--- src/rtl/l1_prefetch_issue_ctrl.sv ---
// Slot-based prefetch issue controller: tracks line-aligned candidates, issues when the core is idle, retries nacked requests.
// Optional build macro L1PF_DEDUP_EN: drop candidates whose line is already tracked.
module l1_prefetch_issue_ctrl #(
  parameter int ADDR_BITS  = 40,
  parameter int LINE_SHIFT = 6,
  parameter int DEPTH      = 4,
  parameter int MAX_RETRY  = 3
) (
  input  logic                 clock,
  input  logic                 reset,
  input  logic                 pf_valid,
  input  logic [ADDR_BITS-1:0] pf_addr,
  input  logic                 pf_write,
  output logic                 pf_ready,
  input  logic                 cpu_req_valid,
  input  logic                 dmem_req_ready,
  output logic                 dmem_req_valid,
  output logic [ADDR_BITS-1:0] dmem_req_bits_addr,
  output logic                 dmem_req_bits_write,
  input  logic                 dmem_nack,
  output logic                 busy,
  output logic [7:0]           drop_count
);

  localparam int IDX_W = $clog2(DEPTH);
  localparam logic [ADDR_BITS-1:0] LINE_MASK =
    ~((ADDR_BITS'(1) << LINE_SHIFT) - ADDR_BITS'(1));

  // state         | meaning
  // SLOT_FREE     | slot empty, can take a new candidate
  // SLOT_WAIT     | line held, waiting for an issue opportunity
  // SLOT_INFLIGHT | request fired, nack window still open
  typedef enum logic [1:0] {SLOT_FREE, SLOT_WAIT, SLOT_INFLIGHT} slot_state_t;

  slot_state_t          slot_st_q    [DEPTH];
  slot_state_t          slot_st_d    [DEPTH];
  logic [ADDR_BITS-1:0] slot_addr_q  [DEPTH];
  logic                 slot_wr_q    [DEPTH];
  logic [2:0]           slot_retry_q [DEPTH];
  logic [2:0]           slot_retry_d [DEPTH];

  logic             s1_vld_q, s2_vld_q;
  logic [IDX_W-1:0] s1_idx_q, s2_idx_q;
  logic [7:0]       drop_count_q, drop_d;

  logic                 free_any, wait_any, dup_hit, any_busy_slot;
  logic [IDX_W-1:0]     free_idx, wait_idx;
  logic [ADDR_BITS-1:0] line_addr;
  logic                 fire, enq, retry_ok;

  assign line_addr = pf_addr & LINE_MASK;

  // Lowest index wins: scan downward so the last hit is the smallest.
  always_comb begin
    free_any      = 1'b0;
    free_idx      = '0;
    wait_any      = 1'b0;
    wait_idx      = '0;
    dup_hit       = 1'b0;
    any_busy_slot = 1'b0;
    for (int i = DEPTH - 1; i >= 0; i--) begin
      if (slot_st_q[i] == SLOT_FREE) begin
        free_any = 1'b1;
        free_idx = IDX_W'(i);
      end else begin
        any_busy_slot = 1'b1;
      end
      if (slot_st_q[i] == SLOT_WAIT) begin
        wait_any = 1'b1;
        wait_idx = IDX_W'(i);
      end
    end
`ifdef L1PF_DEDUP_EN
    for (int i = 0; i < DEPTH; i++) begin
      if (slot_st_q[i] != SLOT_FREE && slot_addr_q[i] == line_addr) dup_hit = 1'b1;
    end
`else
    dup_hit = 1'b0;
`endif
  end

  assign pf_ready            = free_any;
  assign dmem_req_valid      = wait_any && !cpu_req_valid;
  assign dmem_req_bits_addr  = wait_any ? slot_addr_q[wait_idx] : '0;
  assign dmem_req_bits_write = wait_any ? slot_wr_q[wait_idx] : 1'b0;
  assign busy                = any_busy_slot || s1_vld_q || s2_vld_q;
  assign drop_count          = drop_count_q;

  assign fire     = dmem_req_valid && dmem_req_ready;
  assign enq      = pf_valid && free_any && !dup_hit;
  assign retry_ok = (int'(slot_retry_q[s2_idx_q]) + 1) < MAX_RETRY;

  // Enqueue, fire and stage-2 resolution always touch distinct slots
  // (FREE, WAIT and INFLIGHT respectively), so their order here is free.
  always_comb begin
    for (int i = 0; i < DEPTH; i++) begin
      slot_st_d[i]    = slot_st_q[i];
      slot_retry_d[i] = slot_retry_q[i];
    end
    drop_d = drop_count_q;
    if (enq) begin
      slot_st_d[free_idx]    = SLOT_WAIT;
      slot_retry_d[free_idx] = '0;
    end
    if (fire) slot_st_d[wait_idx] = SLOT_INFLIGHT;
    if (s2_vld_q) begin
      if (!dmem_nack) begin
        slot_st_d[s2_idx_q] = SLOT_FREE;
      end else if (retry_ok) begin
        slot_st_d[s2_idx_q]    = SLOT_WAIT;
        slot_retry_d[s2_idx_q] = slot_retry_q[s2_idx_q] + 3'd1;
      end else begin
        slot_st_d[s2_idx_q] = SLOT_FREE;
        if (drop_d != 8'hff) drop_d = drop_d + 8'd1;
      end
    end
  end

  always_ff @(posedge clock or posedge reset) begin
    if (reset) begin
      for (int i = 0; i < DEPTH; i++) begin
        slot_st_q[i]    <= SLOT_FREE;
        slot_addr_q[i]  <= '0;
        slot_wr_q[i]    <= 1'b0;
        slot_retry_q[i] <= '0;
      end
      s1_vld_q     <= 1'b0;
      s1_idx_q     <= '0;
      s2_vld_q     <= 1'b0;
      s2_idx_q     <= '0;
      drop_count_q <= '0;
    end else begin
      for (int i = 0; i < DEPTH; i++) begin
        slot_st_q[i]    <= slot_st_d[i];
        slot_retry_q[i] <= slot_retry_d[i];
      end
      if (enq) begin
        slot_addr_q[free_idx] <= line_addr;
        slot_wr_q[free_idx]   <= pf_write;
      end
      s1_vld_q     <= fire;
      s1_idx_q     <= wait_idx;
      s2_vld_q     <= s1_vld_q;
      s2_idx_q     <= s1_idx_q;
      drop_count_q <= drop_d;
    end
  end

endmodule

--- config.mk ---
export PLATFORM = sky130hd
export DESIGN_NAME = l1_prefetch_issue_ctrl
export DESIGN_NICKNAME = d
export VERILOG_FILES = /design/src/rtl/l1_prefetch_issue_ctrl.sv
export SDC_FILE = /design/constraint.sdc
export NUM_CORES = 1
export LEC_CHECK = 0
export BUFFER_PORTS_ARGS = -buffer_cell sky130_fd_sc_hd__buf_2
export CAP_MARGIN = 20
export CELL_PAD_IN_SITES_DETAIL_PLACEMENT = 0
export CELL_PAD_IN_SITES_GLOBAL_PLACEMENT = 1
export CORE_MARGIN = 2
export CORE_UTILIZATION = 48
export DETAILED_ROUTE_END_ITERATION = 12
export GPL_TIMING_DRIVEN = 0
export PLACE_DENSITY_LB_ADDON = 0.05
export SLEW_MARGIN = 15
export SYNTH_ARGS = -nofsm -noshare
export SYNTH_HDL_FRONTEND = slang
export SYNTH_SLANG_ARGS = --single-unit
--- constraint.sdc ---
create_clock -name clock -period 15.3 [get_ports clock]
set_input_delay 0.765 -clock clock [delete_from_list [all_inputs] [get_ports clock]]
set_output_delay 0.765 -clock clock [all_outputs]
set_load 0.01 [all_outputs]
== Word level (Yosys, flattened, before mapping) ==
Cells that the tools add are included.

* Bits of input ports: 47
* Logic and storage cells: 124
* Output and inout port bits: 52
* Register bits: 198

* Add/sub/neg operators: 3
* Equality and inequality tests: 5
* Bitwise gates (word level): 17
* Magnitude comparators: 7
* Reductions and logical operators: 14
* Multiplexer cells: 57

{| class="wikitable"
|+ Operators by type and width
! operator !! count
|-
| bitwise mux 160 bit || 1
|-
| 2-to-1 mux 40 bit || 4
|-
| binary-select mux 40 bit (select 2 bit) || 1
|-
| demux 40 bit (select 2 bit) || 1
|-
| 2-to-1 mux 12 bit || 4
|-
| 2-to-1 mux 8 bit || 5
|-
| 2-to-1 mux 2 bit || 11
|-
| 2-to-1 mux 1 bit || 16
|-
| bitwise AND 12 bit || 1
|-
| bitwise AND 4 bit || 3
|-
| bitwise mux 12 bit || 1
|-
| demux 2 bit (select 2 bit) || 3
|-
| demux 3 bit (select 2 bit) || 2
|-
| 2-to-1 mux 3 bit || 4
|-
| inverter 12 bit || 1
|-
| inverter 4 bit || 3
|-
| bitwise OR 4 bit || 3
|-
| greater-or-equal comparator 3 bit (second input constant) || 3
|-
| < comparator 3 x 1 -> 1 bit (second input constant) || 3
|-
| inverter 2 -> 3 bit || 3
|-
| adder 8 x 1 -> 8 bit (second input constant) || 1
|-
| bitwise AND 8 bit || 1
|-
| == test 2 x 1 -> 1 bit (second input constant) || 4
|-
| zero test 2 bit || 4
|-
| other kinds (14) || 20
|}

== Logic depth before layout (Yosys ltp) ==
Gate-level depths: netlist of run 1.

* Depth in word-level cells: 19
* Depth in mapped cells: 7
* Gate-level depth less buffers: 4

== Worst setup path before layout of run 1 ==
Ideal clock, no wire load.

* Path type: register to output
* Start point: reg slot_st_q[2] in the netlist's numbering
* End point: out dmem_req_bits_addr[10]
* Arrival: 1545 ps
* Setup slack: 12990 ps
* Required time: 14535 ps
* Stages on the path, launching flop included: 7
* Buffers on the path: 2
* Cell sequence: dfrtp_1 -> buf_2 -> nor2b_2 -> o31ai_4 -> buf_2 -> a22oi_1 -> a21oi_1

* Longest elaborated chain between the ends: 9
* Elaborated cells between the ends (all ways): 12
* Classes of those cells: eq/ne: 1; mux: 10; bitwise: 1

{| class="wikitable"
|+ Ends and longest elaborated chain
! element !! line !! source
|-
| start, declared || 35 || <nowiki>slot_state_t slot_st_q [DEPTH];</nowiki>
|-
| start signal, assigned by index || 134 || <nowiki>slot_st_q[i] <= slot_st_d[i];</nowiki>
|-
| == test 2 x 1 -> 1 bit * || 68 || <nowiki>if (slot_st_q[i] == SLOT_WAIT) begin</nowiki>
|-
| 2-to-1 mux 2 bit (3 in series) || 68 ||
|-
| inverter 2 -> 3 bit (implied by the code) || 84 || <nowiki>assign dmem_req_bits_addr = wait_any ? slot_addr_q[wait_idx] : '0;</nowiki>
|-
| binary-select mux 40 bit (select 2 bit) || 84 ||
|-
| 2-to-1 mux 40 bit (implied by the code) (2 in series) || 84 ||
|-
| 2-to-1 mux 40 bit * || 84 ||
|-
| end, declared || 18 || <nowiki>output logic [ADDR_BITS-1:0] dmem_req_bits_addr,</nowiki>
|}

Every way passes the cells marked *; elsewhere a longest branch is shown, timed or not. The select of a mux whose other input is x is not followed.

== Worst setup path after layout of run 1 ==
* Start point: reg slot_st_q[5] in the netlist's numbering
* End point: out dmem_req_bits_addr[20]

* Longest elaborated chain between the ends: 8
* Elaborated cells between the ends (all ways): 10
* Classes of those cells: eq/ne: 1; mux: 8; bitwise: 1

{| class="wikitable"
|+ Ends and longest elaborated chain
! element !! line
|-
| == test 2 x 1 -> 1 bit * || 68
|-
| 2-to-1 mux 2 bit (2 in series) || 68
|-
| inverter 2 -> 3 bit (implied by the code) || 84
|-
| binary-select mux 40 bit (select 2 bit) || 84
|-
| 2-to-1 mux 40 bit (implied by the code) (2 in series) || 84
|-
| 2-to-1 mux 40 bit * || 84
|}

Marked as above.

==> results of run 1 <==
[report_power, final]
part	switching, W	total, W	internal (W)
clock	0.000188	0.000418	0.000229
sequential	0.000112	0.000774	0.000662
combinational	0.000567	0.000908	0.000342
[worst max path at each step]
stage,startpoint,endpoint,slack [ns]
2_1_floorplan,reset,drop_count[0]$_DFFE_PP0P_,9.82
3_5_place_dp,slot_st_q[5]$_DFF_PP0_,dmem_req_bits_addr[20],12.40
3_3_place_gp,reset,slot_addr_q[144]$_DFFE_PP0P_,7.56
6_report,slot_st_q[5]$_DFF_PP0_,dmem_req_bits_addr[20],11.93
5_1_grt,slot_st_q[5]$_DFF_PP0_,dmem_req_bits_addr[20],11.83
4_1_cts,slot_st_q[5]$_DFF_PP0_,dmem_req_bits_addr[20],11.93
[final cells by class]
class,count,area [µm²]
Clock buffer,20,446.7
Tap cell,220,275.3
Buffer,62,310.3
Inverter,4,22.52
Timing Repair Buffer,87,457.9
Multi-Input combinational cell,645,3456
Clock inverter,12,111.4
Sequential cell,174,4354
Fill cell,1620,7149
[per-stage QoR]
step / util, % / cell area [µm²] / power [W]
after floorplan: - / 8135 / 0.001367
after global placement: 53.31 / 8841 / 0.001675
after detailed placement: 53.52 / 8876 / 0.001692
after CTS: 56.89 / 9434 / 0.002114
after global routing: 56.89 / 9434 / 0.002256
final: 56.89 / 9434 / 0.002100
[cells in the mapped netlist, drive strengths merged (3+ instances only)]
master,count,share of area [%]
nor4,3,0.49
o21ai,8,0.54
buf,43,2.9
a21o,35,3.2
clkbuf,19,0.88
a22oi,35,3.2
dfrtp,174,54
nand2b,7,0.54
inv,4,0.18
o22ai,4,0.31
xnor2,8,0.86
nor2b,3,0.26
mux4,3,0.83
nand4,5,0.39
nor2,13,0.60
a21oi,38,2.3
and3,4,0.31
nor3,5,0.51
nand3,38,2.3
mux2,36,5.0
mux2i,8,0.99
nand2,362,17
[registers in the layout, summed over array words and instances, names as in the netlist]
name	flops
s1_vld_q	1
slot_addr_q	136
drop_count	8
slot_retry_q	12
slot_st_q	8
s2_vld_q	1
s2_idx_q	2
slot_wr_q	4
s1_idx_q	2
[cells by family (layout without fill, tap and decap cells)]
family | count (synthesis) | in the layout | share of synthesized area (%)
flops | 174 | 174 | 53.65
buf+inv | 66 | 185 | 4.008
other cells | 1 | 6 | 0.04620
fa+ha+maj | 2 | 2 | 0.3083
mux | 47 | 47 | 6.814
xor+xnor | 8 | 8 | 0.8633
compound gates | 129 | 129 | 10.85
simple gates | 453 | 453 | 23.46
[worst reg2reg max path: cells and delay by family (launching register included)]
| family | cells | cell delay (ns) |
|---|---|---|
| buffers and inverters | 2 | 1.06 |
| and+or+nand+nor | 4 | 0.56 |
| DFF | 1 | 0.43 |
[placed cells by master (no fill, tap or decap), types with 4 or more instances in the layout]
cell / instances
nand2b_1: 7
buf_4: 9
nand3_1: 38
nand2_1: 361
buf_1: 4
a21oi_1: 38
and3_1: 4
mux2i_1: 8
o22ai_1: 4
nor2_1: 13
clkbuf_1: 21
mux2_2: 11
mux2_1: 25
dfrtp_1: 174
clkbuf_16: 17
nand4_1: 5
a22oi_1: 35
conb_1: 6
o21ai_0: 6
a21o_1: 35
xnor2_1: 8
buf_2: 115
[routing by layer]
metal / vias up / share of wire (%)
met1: 3199 / 48
met5: - / 0
li1: 3142 / -
met2: 131 / 46
met3: 22 / 4.0
met4: 0 / 1.5
==> metrics.txt, run 1 <==
status completed; Yosys cell types 52; crit path max fanout 10; post-cts repair resize count 0; TritonCTS Sinks between 150 and 200; Ys Warns 0; Slowest-stage cell, CP nor2_1; die area between 0.015 and 0.02 mm²; Iter 0 DRT Violations 370; Worst EP required 14.53 ns; post-route setup TNS 0 ns; total of max-cap violations 0; register-to-register setup slack 13.19 ns; initial antenna violation count 0; Pre-antenna DRT Iters 5; FFs w/ async S/R, synth 100.0%; Post-CTS Setup Repair Bufs 0; initial core utilization between 40% and 50%; Die Height roughly 130 µm; mapped cell area 0.008117 mm²; worst r2r dst slot_addr_q[159]$_DFFE_PP0P_; Worst-path clk slew roughly 0.060 ns; grt met3 use roughly 4.3%; Static Leakage 4.675 nW; Routed WL between 20000 and 25000 µm; Die X between 100 and 150 µm; Top delay family on crit path simple AND/OR/NAND/NOR gates; CTS tree yes; number of H-tree levels 4; antenna-violating nets left 0; cells along the critical path nand2b_1 -> nor2_1 -> buf_2 -> a22oi_1 -> a21oi_1 -> buf_2; met2 global-route usage between 30 and 40%; row count between 40 and 50; max incr delay on CP between 0.5 and 0.6 ns; worst r2r src slot_st_q[6]$_DFF_PP0_; Finished Layout Cells 1224; gr usage total 25.13%; fin nets between 1000 and 1500; Final Hold Viols 0; cts hold-fix bufs 0; Worst Setup Start Kind flip-flop; Detail Placement HPWL 14010 µm; peak supply drop just under 0.0001 V; RSZ-0062 raised after global routing no; post-route setup slack 11.93 ns; number of port buffers 86; CTS root buf clkbuf_16; grt ovf 0; Final Cycle Share between 20% and 30%; Core Box Area ~0.017 mm²; hold path depth 0; DRC 0; Setup Skew a little under 0.008 ns; sequential area share after synthesis between 50% and 60%; Clock Latency Late Sink around 0.44 ns; Via density ~5.3; final setup fails 0; pre-CTS setup slack 12.40 ns; I/O pins 99; grt met1 use ~36%; Num CTS Buffers 17; R2R depth 6; Layout Area Growth over Synthesis 16.23%; WS Path Type reg2out; vias 6494; Seq cells post-synth between 150 and 200; worst min-delay path category reg2reg; fraction of layout cells with a size suffix above 1 about 18%; placed insts 1192; CP endpoint kind output port; vias in the first global route 6614; slew margin rel. between 40% and 50%; first-pass GRT wire length about 35000 µm; max-slew violations 0; hold wc startpoint s1_idx_q[0]$_DFF_PP0_; Main synth FF type dfrtp_1; Critical Path AT between 2 and 3 ns; Tightest Pin Transition 0.8330 ns; Tmin final about 3.4 ns; Routed WL per cell 17.34 µm; Worst path depth 6; Pwr Density approximately 220 mW/mm²; CTS Buffer Depth 2; FMAX approximately 300 MHz; hold slack approximately 0.35 ns; Final Wtd Congestion 0.7976; CP Buf/Inv Count 2; Mapped Cells 880; EDFF count, synth 0; largest net degree at the start of global routing approximately 110; global route hottest layer met2; antenna cells 0; Synth Area per Inst about 9.2 µm²; hold endpoint s2_idx_q[0]$_DFF_PP0_; crit-path most repeated cell buf_2
(Power assumes the default switching activity.)
==> run 2, diff against run 1 <==
Settings changed: CORE_UTILIZATION 48 to 40.
Clock period 15.3 ns to 2.9 ns, I/O delays scaled along.
==> metrics.txt, run 2 (synthesis gave the netlist of run 1 again) <==
Num CTS Buffers 17 (unchanged); max incr delay on CP 0.50 ns (-0.07 ns); Pwr Density 1124 mW/mm² (+400%); Via density 5.028 (-5.2%); Slowest-stage cell, CP o31ai_4; crit path max fanout 10 (unchanged); fin nets 1081 (+3.9%); FMAX ~380 MHz; CTS tree yes; CP Buf/Inv Count 3 (+1); largest net degree at the start of global routing 31 (-72%); Critical Path AT 2.52 ns (-0.08 ns); Worst EP required 2.76 ns (-11.77 ns); Post-CTS Setup Repair Bufs 0 (unchanged); vias in the first global route 6741 (+1.9%); max-slew violations 0 (unchanged); final setup fails 0 (unchanged); slew margin rel. 47.25% (+3.1 points); hold wc startpoint dmem_nack; Layout Area Growth over Synthesis 22.58%; top flop regs slot_addr_q (136), slot_retry_q (12); CTS root buf clkbuf_16; first-pass GRT wire length 37360 µm (+6.3%); Int Power 0.006463 W (+420%); antenna-violating nets left 0 (unchanged); cells along the critical path buf_2 -> nor2b_2 -> o31ai_4 -> buf_2 -> a22oi_1 -> a21oi_1 -> buf_2; CTS Buffer Depth 2 (unchanged); Die Height 146.4 µm (+9.3%); worst r2r dst slot_wr_q[3]$_DFFE_PP0P_; worst min-delay path category in2reg; Worst Setup Start Kind flip-flop; Seq pwr share 36.5% (-0.4 points); Pre-antenna DRT Iters 5 (unchanged); Worst path depth 7 (+1); Worst-path clk slew 0.07 ns (about the same); WS Path Type reg2out; hold slack 0.1339 ns (-0.2156 ns); TritonCTS Sinks 174 (unchanged); Setup Skew 0.01154 ns (+0.003847 ns); post-route setup TNS 0 ns (unchanged); I/O pins 99 (unchanged); sw frac 42.18% (+0.92 points); DRC 0 (unchanged); number of H-tree levels 4 (unchanged); Comb pwr share 43.8% (+0.5 points); placed insts 1247 (+4.6%); register with the most flip-flops slot_addr_q; Final Wtd Congestion 0.7465 (-6.4%); clock share of power 19.7% (-0.2 points); Tmin final around 2.7 ns; vias 6612 (+1.8%); Finished Layout Cells 1315 (+7.4%); Final Cycle Share 91.91%; Top delay family on crit path compound AO/OA/AOI/OAI gates; fraction of layout cells with a size suffix above 1 18.18% (+0.054 points); Core Box Area 0.02010 mm² (+21%); CP startpoint slot_st_q[2]$_DFF_PP0_; gr usage total 22.25% (-2.9 points); Iter 0 DRT Violations 386 (+4.3%); worst r2r src slot_st_q[6]$_DFF_PP0_; crit-path most repeated cell buf_2; peak supply drop 0.0004941 V (+410%); Largest register FFs 136 (unchanged); Detail Placement HPWL 15260 µm (+8.9%); number of port buffers 86 (unchanged); R2R depth 6 (unchanged); total of max-cap violations 0 (unchanged); Tightest Pin Transition 0.7913 ns (-0.04167 ns); initial antenna violation count 0 (unchanged); CP endpoint kind output port; commonest non-fill, non-tap cells in the layout 361 x nand2_1, 174 x dfrtp_1, 115 x buf_2, 38 x a21oi_1, 38 x nand3_1; initial core utilization 40.37% (-8.6 points); status completed; RSZ-0062 raised after global routing no; commonest non-fill, non-tap cell in the layout nand2_1; register-to-register setup slack 0.66 ns (-12.53 ns); CP endpoint dmem_req_bits_addr[34]; Die X 146.4 µm (+9.3%); Static Leakage 4.857 nW (+3.9%); Net Sw Power 0.004716 W (+440%); row count 52 (+11%); Routed WL 22680 µm (+6.9%); grt ovf 0 (unchanged); die area 0.02145 mm² (+19%); post-route cell area 0.009950 mm² (+5.5%); Clock Latency Late Sink 0.44 ns (about the same); Cell Area, Placed 0.009035 mm² (+1.8%); antenna cells 0 (unchanged); Final Hold Viols 0 (unchanged); Routed WL per cell 17.25 µm (-0.54%)
[run 2: stage by stage]
step,worst slack [ns],util [%],total power (W)
floorplan,0.5303,-,0.007211
global placement,-0.7617,44.31,0.008940
detailed placement,0.6192,44.94,0.009022
CTS,0.1341,49.48,0.01128
global route,0.07687,49.49,0.01211
finish,0.2348,49.49,0.01118
[run 2: power by group through the flow]
stage,combinational (W),sequential [W],clock [W]
after floorplan,0.00324,0.00397,0
after global routing,0.00552,0.00422,0.00236
final,0.00490,0.00408,0.00220
after global placement,0.00484,0.00410,0
after CTS,0.00496,0.00407,0.00224
after detailed placement,0.00491,0.00411,0
[run 2: worst min-delay path: cells and delay by family]
family          cells  cell delay [ns]
simple gates        1             0.16
buf+inv             1             0.13
compound gates      1             0.09
[run 2: worst min-delay path by stage]
| stage | endpoint | slack, ns | depth (start not counted) |
|---|---|---|---|
| 5_1_grt | slot_st_q[6]$_DFF_PP0_ | 0.15 | 3 |
| 6_report | slot_st_q[6]$_DFF_PP0_ | 0.13 | 3 |
| 4_1_cts | slot_st_q[6]$_DFF_PP0_ | 0.13 | 3 |
| 3_3_place_gp | s2_idx_q[1]$_DFF_PP0_ | 0.33 | 0 |
| 2_1_floorplan | slot_addr_q[100]$_DFFE_PP0P_ | 0.25 | 2 |
| 3_5_place_dp | slot_addr_q[141]$_DFFE_PP0P_ | 0.31 | 2 |
[run 2: cell type report]
class | instances | area, µm²
clock buffer | 17 | 425.4
tap | 270 | 337.8
fill | 2017 | 10150
buffer | 62 | 310.3
inverter | 4 | 18.77
sequential | 174 | 4354
clock inverter | 15 | 126.4
timing repair buffer | 128 | 918.4
multi-input combinational | 645 | 3458
[run 2: repair_timing]
| action | CTS | global route |
|---|---|---|
| hold buffers | 36 | 0 |
| setup endpoints to repair | 0 | 2 |
| endpoints found under the hold margin | 157 | 0 |
| resized for setup | 0 | 1 |
[run 2: routing by layer]
| layer | part of all wire, % | track usage (%) | wire length [µm] | up-vias |
|---|---|---|---|---|
| met3 | 3.3 | 4.281 | 743 | 16 |
| met4 | 0.89 | 3.738 | 201 | 0 |
| met1 | 48 | 31.14 | 10950 | 3272 |
| met5 | 0 | 0 | 0 | - |
| li1 | - | - | - | 3220 |
| met2 | 48 | 36.70 | 10790 | 104 |
==> run 3, diff against run 2 <==
Settings changed: PLACE_DENSITY_LB_ADDON 0.05 to 0.1.
==> metrics.txt, run 3 (synthesis gave the netlist of run 1 again) <==
Worst-path clk slew 0.06 ns (about the same); vias 6512 (-1.5%); Worst EP required 2.76 ns (about the same); Die Height 146.4 µm (unchanged); Pwr Density 1139 mW/mm² (+1.4%); gr usage total 22.28% (+0.030 points); clock share of power 21.6% (+1.9 points); FMAX 369.5 MHz (-1.5%); antenna cells 0 (unchanged); grt ovf 0 (unchanged); antenna-violating nets left 0 (unchanged); Seq pwr share 35.8% (-0.7 points); initial antenna violation count 0 (unchanged); peak supply drop 0.0004796 V (-2.9%); worst min-delay path category in2reg; number of H-tree levels 4 (unchanged); Final Util 49.85% (+0.36 points); met2 global-route usage 35.92% (-0.78 points); die area 0.02145 mm² (unchanged); Largest register FFs 136 (unchanged); Setup Skew 0.007574 ns (-0.003962 ns); Core Box Area 0.02010 mm² (unchanged); crit path max fanout 10 (unchanged); CTS root buf clkbuf_16; DRC 0 (unchanged); largest net degree at the start of global routing 33 (+6.5%); slew margin rel. 41.73% (-5.5 points); Routed WL per cell 17.02 µm (-1.3%); Static Leakage 4.909 nW (+1.1%); TritonCTS Sinks 174 (unchanged); Comb pwr share 42.7% (-1.1 points); commonest non-fill, non-tap cell in the layout nand2_1; Final Cycle Share 93.31% (+1.4 points); commonest non-fill, non-tap cells in the layout 361 x nand2_1, 174 x dfrtp_1, 115 x buf_2, 38 x a21oi_1, 38 x nand3_1; Clock Latency Late Sink 0.43 ns (about the same); final setup fails 0 (unchanged); CTS Buffer Depth 2 (unchanged); total of max-cap violations 0 (unchanged); CP endpoint kind output port; Layout Area Growth over Synthesis 23.48%; sw frac 40.03% (-2.2 points); Via density 4.956 (-1.4%); I/O pins 99 (unchanged); Iter 0 DRT Violations 426 (+10%); RSZ-0062 raised after global routing no; Final Hold Viols 0 (unchanged); Routed WL 22360 µm (-1.4%); WS Path Type reg2out; CTS tree yes; global route hottest layer met2; initial core utilization 40.37% (unchanged); status completed; number of port buffers 86 (unchanged); fraction of layout cells with a size suffix above 1 18.01% (-0.17 points); Tightest Pin Transition 0.8694 ns (+0.07806 ns); vias in the first global route 6848 (+1.6%); Die X 146.4 µm (unchanged); first-pass GRT wire length 37450 µm (+0.24%); Worst Setup Start Kind flip-flop; Final Wtd Congestion 0.7351 (-1.5%); Tmin final 2.706 ns (+0.04080 ns); grt met1 use 31.51% (+0.37 points); Pre-antenna DRT Iters 5 (unchanged); Tot Pwr 0.01142 W (+2.1%); top flop regs slot_addr_q (136), slot_retry_q (12); Critical Path AT 2.56 ns (+0.04 ns); max-slew violations 0 (unchanged); grt met3 use 3.594% (-0.69 points); Net Sw Power 0.004571 W (-3.1%); register with the most flip-flops slot_addr_q; Cell Area, Placed 0.009027 mm² (about the same); post-route cell area 0.01002 mm² (+0.73%); Num CTS Buffers 17 (unchanged); fin nets 1081 (unchanged); Int Power 0.006848 W (+5.9%); row count 52 (unchanged); Detail Placement HPWL 15120 µm (-0.90%)
## run 3: cell types whose count changed in the layout (fill, tap and decap cells not counted), sizes merged
cell and change:
clkbuf +4, clkinvlp -5, inv -8, clkinv +4, bufinv +4
## run 3: final timing paths
check / start / end / slack [ns] / cells past startpoint
max: slot_st_q[2]$_DFF_PP0_ / dmem_req_bits_addr[23] / 0.19 / 7
min: dmem_nack / slot_st_q[6]$_DFF_PP0_ / 0.15 / 3
max reg2reg: slot_st_q[6]$_DFF_PP0_ / slot_wr_q[2]$_DFFE_PP0P_ / 0.77 / 6
min reg2reg: s1_idx_q[0]$_DFF_PP0_ / s2_idx_q[0]$_DFF_PP0_ / 0.36 / 0
max in group asynchronous: reset / slot_retry_q[11]$_DFF_PP0_ / 1.59 / 7
min in group asynchronous: reset / slot_addr_q[104]$_DFFE_PP0P_ / 0.20 / 3
## run 3: worst max-delay path, stage by stage (launching register included)
cell and delay (ns):
dfrtp_1 0.36, buf_2 0.18, nor2b_2 0.19, o31ai_4 0.51, buf_2 0.38, a22oi_1 0.13, a21oi_1 0.22, buf_2 0.17
## run 3: what timing repair did
| action | in CTS | in global routing |
|---|---|---|
| setup buffers | 0 | 0 |
| resized for setup | 0 | 1 |
| hold buffers | 36 | 0 |
| setup endpoints to repair | 0 | 1 |
| endpoints found under the hold margin | 192 | 0 |
## run 3: area by class of cell
class	instances	area [µm²]
fillers	1978	10080
clock inverters	10	161.4
multi-input cells	645	3458
plain buffers	62	310.3
well taps	270	337.8
clock buffers	21	470.5
flip-flops and latches	174	4354
inverters	4	18.77
repair buffers	128	910.9
## run 3: power by group through the flow
stage	Clock (W)	Combinational [W]	Sequential, W
2_1_floorplan	0	0.00324	0.00397
3_3_place_gp	0	0.00483	0.00410
3_5_place_dp	0	0.00489	0.00411
4_1_cts	0.00252	0.00495	0.00408
5_1_grt	0.00262	0.00549	0.00423
6_report	0.00247	0.00487	0.00408
## run 3: stage by stage
step                      hold WS, ns  instances  TNS [ns]  setup WS (ns)
after CTS                      0.1156       1314         0         0.1202
after detailed placement       0.1075       1247         0         0.5904
after floorplan                0.2504        885         0         0.5303
after global routing           0.1389       1314         0        0.08772
after global placement         0.3321       1241   -135.49        -0.7994
final                          0.1506       1314         0         0.1940
## run 3: routing by layer
layer / up-vias / wire length (µm)
li1: 3225 / -
met1: 3143 / 10830
met2: 127 / 10530
met3: 17 / 750
met4: 0 / 243
met5: - / 0
